`src/rtl/game_pkg.sv`:
```
// Shared types and status codes for the number-guessing game.
// Latency: n/a (types and constants only).
// Backpressure: n/a.
package game_pkg;

    // Game-progress controller states.
    typedef enum logic [1:0] {
        PLAY    = 2'd0,
        ADVANCE = 2'd1,
        LOSE    = 2'd2,
        WIN     = 2'd3
    } game_state_t;

    // win_or_lose encodings, also decoded by the display block.
    localparam logic [1:0] WOL_PLAY = 2'b11;
    localparam logic [1:0] WOL_LOSE = 2'b00;
    localparam logic [1:0] WOL_WIN  = 2'b01;

endpackage

```
`src/rtl/game_level_ctrl_edge.sv`:
```
// Rising-edge detector for a 1-bit level input (used on confirm_btn).
// Latency: rise is high in the first cycle d is seen high after being low.
// Backpressure: none; pure pulse generator.
// Ports: clk, rst_n (async active-low), d (level in), rise (edge pulse out).
module rise_edge_det (
    input  logic clk,
    input  logic rst_n,
    input  logic d,
    output logic rise
);

    logic prev_q;
    logic prev_d;

    always_comb begin
        prev_d = d;
    end

    always_ff @(posedge clk or negedge rst_n) begin
        if (!rst_n) begin
            prev_q <= 1'b0;
        end else begin
            prev_q <= prev_d;
        end
    end

    assign rise = d & ~prev_q;

endmodule

```
`src/rtl/game_level_ctrl.sv`:
```
// Game-progress controller: counts round wins / wrong guesses per level, escalates levels, declares WIN/LOSE.
// Latency: all outputs registered, one clk after the triggering input cycle.
// Backpressure: none; input pulses are consumed every cycle, ignored in ADVANCE/LOSE/WIN.
// Optional feature macro GAME_REPLAY_EN: confirm_btn rising edge in LOSE/WIN restarts the game.
// Ports: clk, restart (async active-low reset), round_win, wrong_guess, timeout, confirm_btn in;
//        level, max_digit, win_or_lose, guesses_left, rounds_won, level_up out.
module game_level_ctrl
    import game_pkg::*;
#(
    parameter int NUM_LEVELS       = 3,
    parameter int ROUNDS_PER_LEVEL = 3,
    parameter int BASE_GUESSES     = 3,
    parameter int GUESS_STEP       = 1,
    parameter int LEVEL_W          = 2,
    parameter int ROUND_W          = 4,
    parameter int GUESS_W          = 3
) (
    input  logic               clk,
    input  logic               restart,
    input  logic               round_win,
    input  logic               wrong_guess,
    input  logic               timeout,
    input  logic               confirm_btn,
    output logic [LEVEL_W-1:0] level,
    output logic [LEVEL_W-1:0] max_digit,
    output logic [1:0]         win_or_lose,
    output logic [GUESS_W-1:0] guesses_left,
    output logic [ROUND_W-1:0] rounds_won,
    output logic               level_up
);

    // Wrong guesses allowed on a given level.
    function automatic logic [GUESS_W-1:0] guess_limit(input logic [LEVEL_W-1:0] lvl);
        guess_limit = GUESS_W'(BASE_GUESSES + int'(lvl) * GUESS_STEP);
    endfunction

    game_state_t        state_q,     state_d;
    logic [LEVEL_W-1:0] level_q,     level_d;
    logic [LEVEL_W-1:0] max_digit_q, max_digit_d;
    logic [1:0]         wol_q,       wol_d;
    logic [GUESS_W-1:0] guesses_q,   guesses_d;
    logic [ROUND_W-1:0] rounds_q,    rounds_d;
    logic               level_up_q,  level_up_d;

    logic               confirm_rise;
    logic [ROUND_W-1:0] rounds_inc;
    logic [LEVEL_W-1:0] level_inc;

`ifdef GAME_REPLAY_EN
    rise_edge_det u_confirm_edge (
        .clk   (clk),
        .rst_n (restart),
        .d     (confirm_btn),
        .rise  (confirm_rise)
    );
`else
    // Without replay, LOSE/WIN are terminal and the button is not observed.
    logic unused_confirm_btn;
    assign unused_confirm_btn = confirm_btn;
    assign confirm_rise       = 1'b0;
`endif

    assign rounds_inc = rounds_q + ROUND_W'(1);
    assign level_inc  = level_q + LEVEL_W'(1);

    always_comb begin
        state_d     = state_q;
        level_d     = level_q;
        max_digit_d = max_digit_q;
        wol_d       = wol_q;
        guesses_d   = guesses_q;
        rounds_d    = rounds_q;
        level_up_d  = 1'b0;

        case (state_q)
            PLAY: begin
                if (timeout) begin
                    state_d   = LOSE;
                    wol_d     = WOL_LOSE;
                    guesses_d = '0;
                end else if (round_win) begin
                    // A round win in the same cycle as a wrong guess leaves the guess uncharged.
                    if (rounds_inc == ROUND_W'(ROUNDS_PER_LEVEL)) begin
                        if (level_q == LEVEL_W'(NUM_LEVELS - 1)) begin
                            state_d   = WIN;
                            wol_d     = WOL_WIN;
                            guesses_d = '0;
                            rounds_d  = rounds_inc;
                        end else begin
                            // New level values are presented while ADVANCE is held,
                            // so level_up lines up with the refreshed level.
                            state_d     = ADVANCE;
                            level_d     = level_inc;
                            max_digit_d = max_digit_q + LEVEL_W'(1);
                            rounds_d    = '0;
                            guesses_d   = guess_limit(level_inc);
                            level_up_d  = 1'b1;
                        end
                    end else begin
                        rounds_d = rounds_inc;
                    end
                end else if (wrong_guess) begin
                    if (guesses_q == '0) begin
                        state_d = LOSE;
                        wol_d   = WOL_LOSE;
                    end else begin
                        guesses_d = guesses_q - GUESS_W'(1);
                    end
                end
            end
            ADVANCE: begin
                state_d = PLAY;
            end
            LOSE, WIN: begin
                if (confirm_rise) begin
                    state_d     = PLAY;
                    level_d     = '0;
                    max_digit_d = LEVEL_W'(1);
                    wol_d       = WOL_PLAY;
                    guesses_d   = guess_limit('0);
                    rounds_d    = '0;
                    level_up_d  = 1'b1;
                end
            end
            default: begin
                state_d = PLAY;
            end
        endcase
    end

    always_ff @(posedge clk or negedge restart) begin
        if (!restart) begin
            state_q     <= PLAY;
            level_q     <= '0;
            max_digit_q <= LEVEL_W'(1);
            wol_q       <= WOL_PLAY;
            guesses_q   <= GUESS_W'(BASE_GUESSES);
            rounds_q    <= '0;
            level_up_q  <= 1'b0;
        end else begin
            state_q     <= state_d;
            level_q     <= level_d;
            max_digit_q <= max_digit_d;
            wol_q       <= wol_d;
            guesses_q   <= guesses_d;
            rounds_q    <= rounds_d;
            level_up_q  <= level_up_d;
        end
    end

    assign level        = level_q;
    assign max_digit    = max_digit_q;
    assign win_or_lose  = wol_q;
    assign guesses_left = guesses_q;
    assign rounds_won   = rounds_q;
    assign level_up     = level_up_q;

endmodule
```
`config.mk`:
```
export PLATFORM = sky130hd
export DESIGN_NAME = game_level_ctrl
export DESIGN_NICKNAME = d
export VERILOG_FILES = /design/src/rtl/game_pkg.sv /design/src/rtl/game_level_ctrl_edge.sv /design/src/rtl/game_level_ctrl.sv
export SDC_FILE = /design/constraint.sdc
export NUM_CORES = 1
export LEC_CHECK = 0
export BUFFER_PORTS_ARGS = -buffer_cell sky130_fd_sc_hd__buf_2
export CAP_MARGIN = 20
export CELL_PAD_IN_SITES_DETAIL_PLACEMENT = 1
export CELL_PAD_IN_SITES_GLOBAL_PLACEMENT = 1
export CORE_MARGIN = 2
export CORE_UTILIZATION = 40
export CTS_BUF_LIST = sky130_fd_sc_hd__clkbuf_4 sky130_fd_sc_hd__clkbuf_8 sky130_fd_sc_hd__clkbuf_16
export DETAILED_ROUTE_END_ITERATION = 8
export PLACE_DENSITY_LB_ADDON = 0.08
export REMOVE_ABC_BUFFERS = 1
export SETUP_SLACK_MARGIN = 0.3
export SYNTH_ARGS = -nofsm -noshare
export SYNTH_HDL_FRONTEND = slang
export SYNTH_SLANG_ARGS = --single-unit
export TNS_END_PERCENT = 20
```
`constraint.sdc`:
```
create_clock -name clk -period 1.9 [get_ports clk]
set_input_delay 0.57 -clock clk [delete_from_list [all_inputs] [get_ports clk]]
set_output_delay 0.57 -clock clk [all_outputs]
set_load 0.01 [all_outputs]
```
==> summary.txt, run 1 <==
Clk Latency, worst-skew pair = 0.29 ns
Gpl congestion = 0.797
Setup Viol. Count Final = 0
Max Slew Vio Count = 0
Sw Share = 28.1%
Root buffer cell = clkbuf_4
HPWL after detailed placement = 1610 um
Post-synth EDFFs = 0
Critical Path Fanout Max = 5
Nets = 133
CP max-delay cell = dfrtp_2
Status = finished clean
Io pins = 20
Distinct cell type count of the synthesized netlist = 39
Critical path data required time = 1.33 ns
Routed Antenna Nets = 0
Tcrit/Tclk final = 83.5%
Area Growth Syn to Fin = 29.5%
Critical path's top delay family = flip-flops
WP data arrival = 1.02 ns
CP peak stage delay = 0.45 ns
Crit path kind = reg -> out
Clock Sinks = 16
# port buffers = 18
Total track usage = 20.1%
Die Y = 52.5 um
Psw = 0.214 mW
Highest Clock Rate = 630 MHz
Synthesis-stage register bit count = 16
Clk network pwr share = 31.1%
Vias/cell = 5.50
# diodes = 0
Reg power frac = 49.2%
Max VDD drop = 0.000342 V
Pin count of the biggest net entering global routing = 17
Mean post-synth cell area = 10.6 um2
Detailed-route wire length per cell = 16.0 um
Reg area = 412 um2
Post-Syn Instances = 89
FFs w/ async S/R, synth = 100%
Final hold slack = 0.173 ns
Combinational power share = 19.7%
Starting Density = 42.5%
Min cycle time layout = 1.59 ns
Layout cell share with drive strength beyond 1 = 44.5%
Pwr dens = 624 nW/um2
Reg2reg path depth = 5
Most frequent cells in the layout = 18 x buf_2, 9 x buf_4, 8 x inv_1, 8 x nand2_1, 7 x dfrtp_1
Die Width = 52.5 um
Critical path depth = 2
Max Cap Violations = 0
Tightest Pin Transition = 0.372 ns
Grt ovf = 0
Worst Skew = 0.00235 ns
Initial antenna violation count = 0
Core ar. = 2210 um2
WL final = 2360 um
Vias = 809
Top FF cell, synth = dfrtp_1
CTS tree = yes
Most common cell after layout, fill and taps aside = buf_2
Critical Path End Type = output port
Vias in the first global route = 835
Critical path, cell by cell = buf_4, buf_2
Worst setup SP type = register
Cell Area, Synth = 941 um2
Cell-internal power = 0.546 mW
Worst hold path type = in -> async
Layout filler cell count = 253
YS warnings = 0
Clk pin slew, worst setup/hold paths = 0.10 ns
Post-CTS Hold Buffers = 0
RSZ-0062 raised after global routing = true
Normalized max-slew margin = 75.1%
Die area = 2760 um2
Static leakage = 0.561 nW
TritonRoute pass-1 iters = 4
Max Root-Sink Buffers = 2
Multi-input logic area = 548 um2
H-tree level count = 1
Drt first-iter violations = 8
Inserted Clock Buffers = 3
Final hold violation count = 0
Cell Rows = 17
CP Buf/Inv Count = 2
Seq/Total Area, Yosys = 43.2%
First-pass GRT wire length = 3840 um
Setup TNS Final = 0 ns
DRC viols = 0
Final Util = 55.1%
==> synthesized netlist by cell type, types with 2 or more instances <==
| cell | instances | area [um2] |
|---|---|---|
| dfrtp_1 | 11 | 275 |
| inv_1 | 8 | 30.0 |
| nand2_1 | 8 | 30.0 |
| ha_1 | 7 | 87.6 |
| xnor2_1 | 6 | 52.6 |
| dfstp_2 | 5 | 131 |
| o21ai_0 | 4 | 20.0 |
| nand4_1 | 3 | 18.8 |
| a21oi_1 | 2 | 10.0 |
| nand2b_1 | 2 | 12.5 |
| nand4b_1 | 2 | 17.5 |
| nor2_1 | 2 | 7.51 |
| nor3_1 | 2 | 10.0 |
| o211ai_1 | 2 | 15.0 |
==> cell type report <==
type,instances,area share [%]
multi-input combinational,64,45.0
sequential,16,33.8
timing repair buffer,27,12.9
clock buffer,4,2.98
tap,28,2.87
inverter,8,2.46
==> worst reg2reg max path, cell delays in order, from the launching register on <==
cell	delay [ns]
dfrtp_2	0.45
ha_2	0.23
nor4b_4	0.28
a32oi_2	0.12
and2_4	0.17
a221o_1	0.28
==> power groups by stage <==
stage / logic, mW / registers (mW) / clock network, mW
2_1_floorplan: 0.0548 / 0.384 / 0
3_3_place_gp: 0.102 / 0.381 / 0
3_5_place_dp: 0.105 / 0.383 / 0
4_1_cts: 0.133 / 0.373 / 0.243
5_1_grt: 0.167 / 0.377 / 0.250
6_report: 0.150 / 0.374 / 0.236
==> state kept, by name, indices dropped and copies added, names as in the netlist <==
signal / flops
guesses_left: 3
level: 2
level_up: 1
max_digit: 2
rounds_won: 4
state_q: 2
win_or_lose: 2
==> what timing repair did <==
item                                    4_1_cts  5_1_grt
pin swaps                                     1        9
endpoints found under the setup margin        5       16
buffers inserted                              4        3
gates resized for setup                       5        9
==> metal layers <==
layer,share of wire [%],global-route usage [%],vias to the layer above
li1,-,-,383
met2,51,34.2,22
met3,3.9,4.00,5
met1,44,24.9,399
met5,0,0,-
met4,1.6,7.69,0
==> kinds of logic (layout without fill, tap and decap cells) <==
group	count (synthesis)	after routing	share of synthesized area [%]
multiplexers	1	1	1.06
buffers and inverters	9	39	3.99
XOR/XNOR	6	6	5.59
flip-flops	16	16	43.2
AND/OR/NAND/NOR	29	29	20.3
adder cells (fa/ha/maj)	7	7	9.31
AO/OA/AOI/OAI	21	21	16.5
==> worst paths after layout <==
kind	end	startpoint	slack, ns
worst max register to register	guesses_left[1]$_DFFE_PN1P_	rounds_won[0]$_DFFE_PN0P_	0.31
min in group clk	win_or_lose[1]$_DFFE_PN1P_	win_or_lose[1]$_DFFE_PN1P_	0.47
max in group asynchronous	max_digit[0]$_DFFE_PN1P_	restart	1.42
worst min register to register	win_or_lose[1]$_DFFE_PN1P_	win_or_lose[1]$_DFFE_PN1P_	0.47
worst min-delay path	rounds_won[3]$_DFFE_PN0P_	restart	0.17
worst max-delay path	rounds_won[1]	rounds_won[1]$_DFFE_PN0P_	0.31
==> stage by stage <==
stage          total power [mW]  cell area [um2]  setup WS, ns  cells
6_report                  0.760             1220         0.314    147
5_1_grt                   0.794             1220         0.238    147
4_1_cts                   0.748             1160         0.267    144
3_5_place_dp              0.487             1070        0.0682    136
3_3_place_gp              0.483             1070        0.0802    136
2_1_floorplan             0.439              933         0.229     88
No activity file was read; power rests on OpenSTA's default activity.
==> run 2: changes to the inputs <==
--- a/config.mk
+++ b/config.mk
@@ -10,7 +10,7 @@
 export CELL_PAD_IN_SITES_DETAIL_PLACEMENT = 1
 export CELL_PAD_IN_SITES_GLOBAL_PLACEMENT = 1
 export CORE_MARGIN = 2
-export CORE_UTILIZATION = 40
+export CORE_UTILIZATION = 36
 export CTS_BUF_LIST = sky130_fd_sc_hd__clkbuf_4 sky130_fd_sc_hd__clkbuf_8 sky130_fd_sc_hd__clkbuf_16
 export DETAILED_ROUTE_END_ITERATION = 8
 export PLACE_DENSITY_LB_ADDON = 0.08
==> constraint.sdc (replaced) <==
create_clock -name clk -period 1.3 [get_ports clk]
set_input_delay 0.39 -clock clk [delete_from_list [all_inputs] [get_ports clk]]
set_output_delay 0.39 -clock clk [all_outputs]
set_load 0.01 [all_outputs]
==> summary.txt, run 2 (synthesized netlist as in run 1, its figures left out) <==
Status = complete, but fails checks
Failing checks = negative setup slack
Final hold violation count = 0
Critical R2R Launch = rounds_won[0]$_DFFE_PN0P_
Worst Skew = 0.0119 ns
Tightest Pin Transition = 0.380 ns
Area Growth Syn to Fin = 62.9%
Pre-CTS setup slack = -0.360 ns
Max Slew Vio Count = 0
Io pins = 20
Highest Clock Rate = 612 MHz
Setup TNS Final = -3.80 ns
Reg2reg setup slack = -0.33 ns
Routed Antenna Nets = 0
H-tree level count = 1
Crit path kind = reg -> reg
Total track usage = 20.9%
Worst Hold Launch = win_or_lose[1]$_DFFE_PN1P_
WL final = 2890 um
Starting Density = 38.0%
Placed Cells = 168
First-pass GRT wire length = 4340 um
Root buffer cell = clkbuf_4
Clock Sinks = 16
Most common cell after layout, fill and taps aside = buf_4
Core ar. = 2480 um2
Gpl congestion = 0.776
CTS tree = yes
Nets = 163
Tcrit/Tclk final = 126%
Worst setup SP type = register
Min cycle time layout = 1.63 ns
Initial antenna violation count = 0
# diodes = 0
Setup Viol. Count Final = 26
RSZ-0062 raised after global routing = true
Fin area = 1530 um2
Cell Rows = 18
Critical Path End Type = register
Max FFs per register = 4
TritonRoute pass-1 iters = 4
Final Util = 61.9%
Critical R2R Capture = guesses_left[1]$_DFFE_PN1P_
Reg2reg path depth = 6
WP data arrival = 1.86 ns
Vias/cell = 5.30
Pwr dens = 762 nW/um2
HPWL after detailed placement = 2030 um
Setup WS post-layout = -0.335 ns
Worst hold path type = reg -> reg
Die Width = 55.1 um
Drt first-iter violations = 15
Inserted Clock Buffers = 3
Final hold slack = 0.472 ns
Grt ovf = 0
Die Y = 55.1 um
# port buffers = 18
Critical path data required time = 1.52 ns
Clk Latency, worst-skew pair = 0.30 ns
Die area = 3040 um2
Placed cell areas = 1300 um2
Static leakage = 0.727 nW
Max Root-Sink Buffers = 2
Detailed-route wire length per cell = 16.2 um
Critical Path Fanout Max = 5
Clk pin slew, worst setup/hold paths = 0.11 ns
Total power = 1.17 mW
Layout Cells excl Fill = 179
Max VDD drop = 0.000681 V
Hold Path Depth = 1
Max Cap Violations = 0
DRC viols = 0
Pin count of the biggest net entering global routing = 17
Layout cell share with drive strength beyond 1 = 55.7%
Vias = 949
Vias in the first global route = 991
Hold Path End = win_or_lose[1]$_DFFE_PN1P_
Normalized max-slew margin = 74.7%
Most frequent cells in the layout = 31 x buf_4, 16 x buf_6, 10 x dfrtp_1, 9 x buf_2, 7 x nand2_1
run 2: changes by cell type in the layout (fill, tap and decap cells not counted), moves of 2 or more:
cell,change
buf_2,-9
buf_4,+22
buf_6,+16
dfrtp_1,+3
dfrtp_2,-3
inv_1,-2
inv_2,+2
run 2: timing repair:
| item | in CTS | in global routing |
|---|---|---|
| pin swaps | 9 | 0 |
| gates resized for setup | 27 | 4 |
| hold buffers | 1 | 0 |
| hold endpoints to repair | 7 | 0 |
| setup buffers | 3 | 3 |
| endpoints found under the setup margin | 30 | 30 |
run 2: worst max-delay path by stage:
stage | slack, ns | to | start | cells past startpoint
4_1_cts | -0.29 | guesses_left[1]$_DFFE_PN1P_ | rounds_won[0]$_DFFE_PN0P_ | 6
6_report | -0.33 | guesses_left[1]$_DFFE_PN1P_ | rounds_won[0]$_DFFE_PN0P_ | 6
3_3_place_gp | -0.32 | guesses_left[1]$_DFFE_PN1P_ | rounds_won[0]$_DFFE_PN0P_ | 5
5_1_grt | -0.39 | guesses_left[1]$_DFFE_PN1P_ | rounds_won[0]$_DFFE_PN0P_ | 6
2_1_floorplan | -0.37 | guesses_left[1]$_DFFE_PN1P_ | rounds_won[0]$_DFFE_PN0P_ | 6
3_5_place_dp | -0.36 | state_q[1]$_DFFE_PN0P_ | rounds_won[0]$_DFFE_PN0P_ | 5
run 2: power breakdown:
part / total [mW] / switching (mW) / leakage, nW / internal [mW]
logic: 0.312 / 0.141 / 0.518 / 0.171
clock network: 0.316 / 0.176 / 0.0184 / 0.140
registers: 0.540 / 0.0189 / 0.191 / 0.522
total: 1.17 / 0.336 / 0.727 / 0.832
run 2: worst max-delay path, cell delays in order (launching register included):
cell and delay (ns):
dfrtp_1 0.43, inv_1 0.07, ha_2 0.19, and3_1 0.17, nand4_1 0.19, and2_4 0.21, a221o_1 0.28
run 2: area by class of cell:
class	instances	area [um2]
Clock buffer	4	30.0
Fill cell	271	945
Inverter	8	30.0
Multi-Input combinational cell	64	559
Sequential cell	16	408
Tap cell	30	37.5
Timing Repair Buffer	57	468
run 2: routing by layer:
metal / vias to the layer above / share of wire (%) / track usage, %
met5: - / 0 / 0
met4: 0 / 3.4 / 11.0
met3: 13 / 4.8 / 4.03
met2: 31 / 48 / 35.7
met1: 461 / 43 / 24.6
li1: 444 / - / -
==> run 3: changes to the inputs <==
--- a/config.mk
+++ b/config.mk
@@ -13,7 +13,7 @@
 export CORE_UTILIZATION = 36
 export CTS_BUF_LIST = sky130_fd_sc_hd__clkbuf_4 sky130_fd_sc_hd__clkbuf_8 sky130_fd_sc_hd__clkbuf_16
 export DETAILED_ROUTE_END_ITERATION = 8
-export PLACE_DENSITY_LB_ADDON = 0.08
+export PLACE_DENSITY_LB_ADDON = 0.1
 export REMOVE_ABC_BUFFERS = 1
 export SETUP_SLACK_MARGIN = 0.3
 export SYNTH_ARGS = -nofsm -noshare
==> summary.txt, run 3 (synthesized netlist as in run 1, its figures left out) <==
# diodes = 0
Routed Antenna Nets = 0
Clk Latency, worst-skew pair = 0.30 ns
Max Root-Sink Buffers = 2
Starting Density = 38.0%
Static leakage = 0.727 nW
Nets = 162
Critical Path Fanout Max = 4
Vias in the first global route = 1001
Max VDD drop = 0.000798 V
Met3 usage = 5.91%
Pwr dens = 786 nW/um2
Core ar. = 2480 um2
Max Slew Vio Count = 0
First-pass GRT wire length = 4850 um
Vias = 974
Tcrit/Tclk final = 123%
Detailed-route wire length per cell = 18.0 um
WL final = 3210 um
Final Util = 61.5%
Inserted Clock Buffers = 3
Vias/cell = 5.47
Worst hold path type = in -> async
Most common cell after layout, fill and taps aside = buf_4
Pre-CTS setup slack = -0.339 ns
Most frequent cells in the layout = 31 x buf_4, 14 x buf_6, 11 x dfrtp_1, 11 x buf_2, 7 x nand2_1
Layout Cells excl Fill = 178
Final hold violation count = 5
Highest Clock Rate = 626 MHz
Gr busiest metal = met2
Pin count of the biggest net entering global routing = 17
Die Width = 55.1 um
M2 GR Usage = 40.3%
Setup Viol. Count Final = 27
Reg2reg path depth = 7
Global-route track usage on met1 = 28.1%
Initial antenna violation count = 0
Placed Cells = 169
Die area = 3040 um2
DRC viols = 0
Cell Rows = 18
Critical Path End Type = register
Normalized max-slew margin = 74.0%
Layout cell share with drive strength beyond 1 = 55.4%
Die Y = 55.1 um
Io pins = 20
CTS tree = yes
Tightest Pin Transition = 0.390 ns
H-tree level count = 1
Gpl congestion = 0.786
Max Cap Violations = 0
Max FFs per register = 4
Worst setup SP type = register
Total track usage = 23.2%
Min cycle time layout = 1.60 ns
Worst Skew = 0.00717 ns
Critical R2R Capture = guesses_left[2]$_DFFE_PN0P_
Critical path data required time = 1.49 ns
Final hold slack = -0.00471 ns
Drt first-iter violations = 27
Failing checks = negative hold slack, negative setup slack
Grt ovf = 0
Clk pin slew, worst setup/hold paths = 0.11 ns
RSZ-0062 raised after global routing = true
Setup TNS Final = -3.43 ns
Crit path kind = reg -> reg
# port buffers = 18
Area Growth Syn to Fin = 62.0%
Setup WS post-layout = -0.298 ns
WP data arrival = 1.78 ns
Reg2reg setup slack = -0.30 ns
Clock Sinks = 16
TritonRoute pass-1 iters = 4
Critical R2R Launch = rounds_won[0]$_DFFE_PN0P_
HPWL after detailed placement = 1990 um
Root buffer cell = clkbuf_4
Status = complete, but fails checks
run 3: cell types whose count changed in the layout (fill, tap and decap cells not counted):
cell / change
buf_2: +2
buf_6: -2
a32oi_1: +1
a32oi_2: -1
clkbuf_4: -1
clkbuf_8: +1
dfrtp_1: +1
dfrtp_2: -1
dlygate4sd3_1: -1
nand2_2: -1
nand2_4: +1
nor3_1: -1
nor3_4: +1
run 3: metal layers:
layer  share of wire [%]  vias to the layer above
met1                  41                      487
met3                 4.7                        9
met2                  52                       38
met5                   0                        -
li1                    -                      440
met4                 2.5                        0
run 3: metrics by stage:
step                      cell area [um2]  power, mW
final                                1520       1.20
after global routing                 1520       1.26
after CTS                            1510       1.19
after detailed placement             1310      0.790
after global placement               1310      0.780
after floorplan                       933      0.641
run 3: layout make-up:
cell class                      count  area, um2
Inverter                            8       30.0
Multi-Input combinational cell     64        568
Clock buffer                        4       36.3
Sequential cell                    16        407
Timing Repair Buffer               56        445
Fill cell                         286        953
Tap cell                           30       37.5
run 3: how the worst max path moves through the flow:
stage	from	to	slack, ns	cells past startpoint
after detailed placement	round_win	rounds_won[1]$_DFFE_PN0P_	-0.34	5
after global placement	rounds_won[0]$_DFFE_PN0P_	state_q[1]$_DFFE_PN0P_	-0.30	5
after CTS	rounds_won[0]$_DFFE_PN0P_	guesses_left[1]$_DFFE_PN1P_	-0.29	6
after global routing	rounds_won[0]$_DFFE_PN0P_	guesses_left[2]$_DFFE_PN0P_	-0.39	7
final	rounds_won[0]$_DFFE_PN0P_	guesses_left[2]$_DFFE_PN0P_	-0.30	7
after floorplan	rounds_won[0]$_DFFE_PN0P_	guesses_left[1]$_DFFE_PN1P_	-0.37	6
run 3: where the power goes:
part	leakage [nW]	total, mW	switching, mW	internal, mW
sequential	0.192	0.539	0.0175	0.522
clock	0.0210	0.349	0.179	0.171
combinational	0.514	0.309	0.150	0.160
run 3: critical path: stages (launching register included):
cell and delay [ns]:
dfrtp_1 0.42, inv_1 0.08, ha_2 0.19, and3_1 0.17, nand4_1 0.18, buf_4 0.20
a21oi_1 0.15, o211ai_1 0.11
run 3: what timing repair did:
| action | 4_1_cts | 5_1_grt |
|---|---|---|
| pin swaps | 11 | 2 |
| setup buffers | 4 | 1 |
| cloned | 0 | 0 |
| hold buffers | 0 | 0 |
| gates resized for setup | 29 | 1 |
| setup endpoints to repair | 30 | 30 |
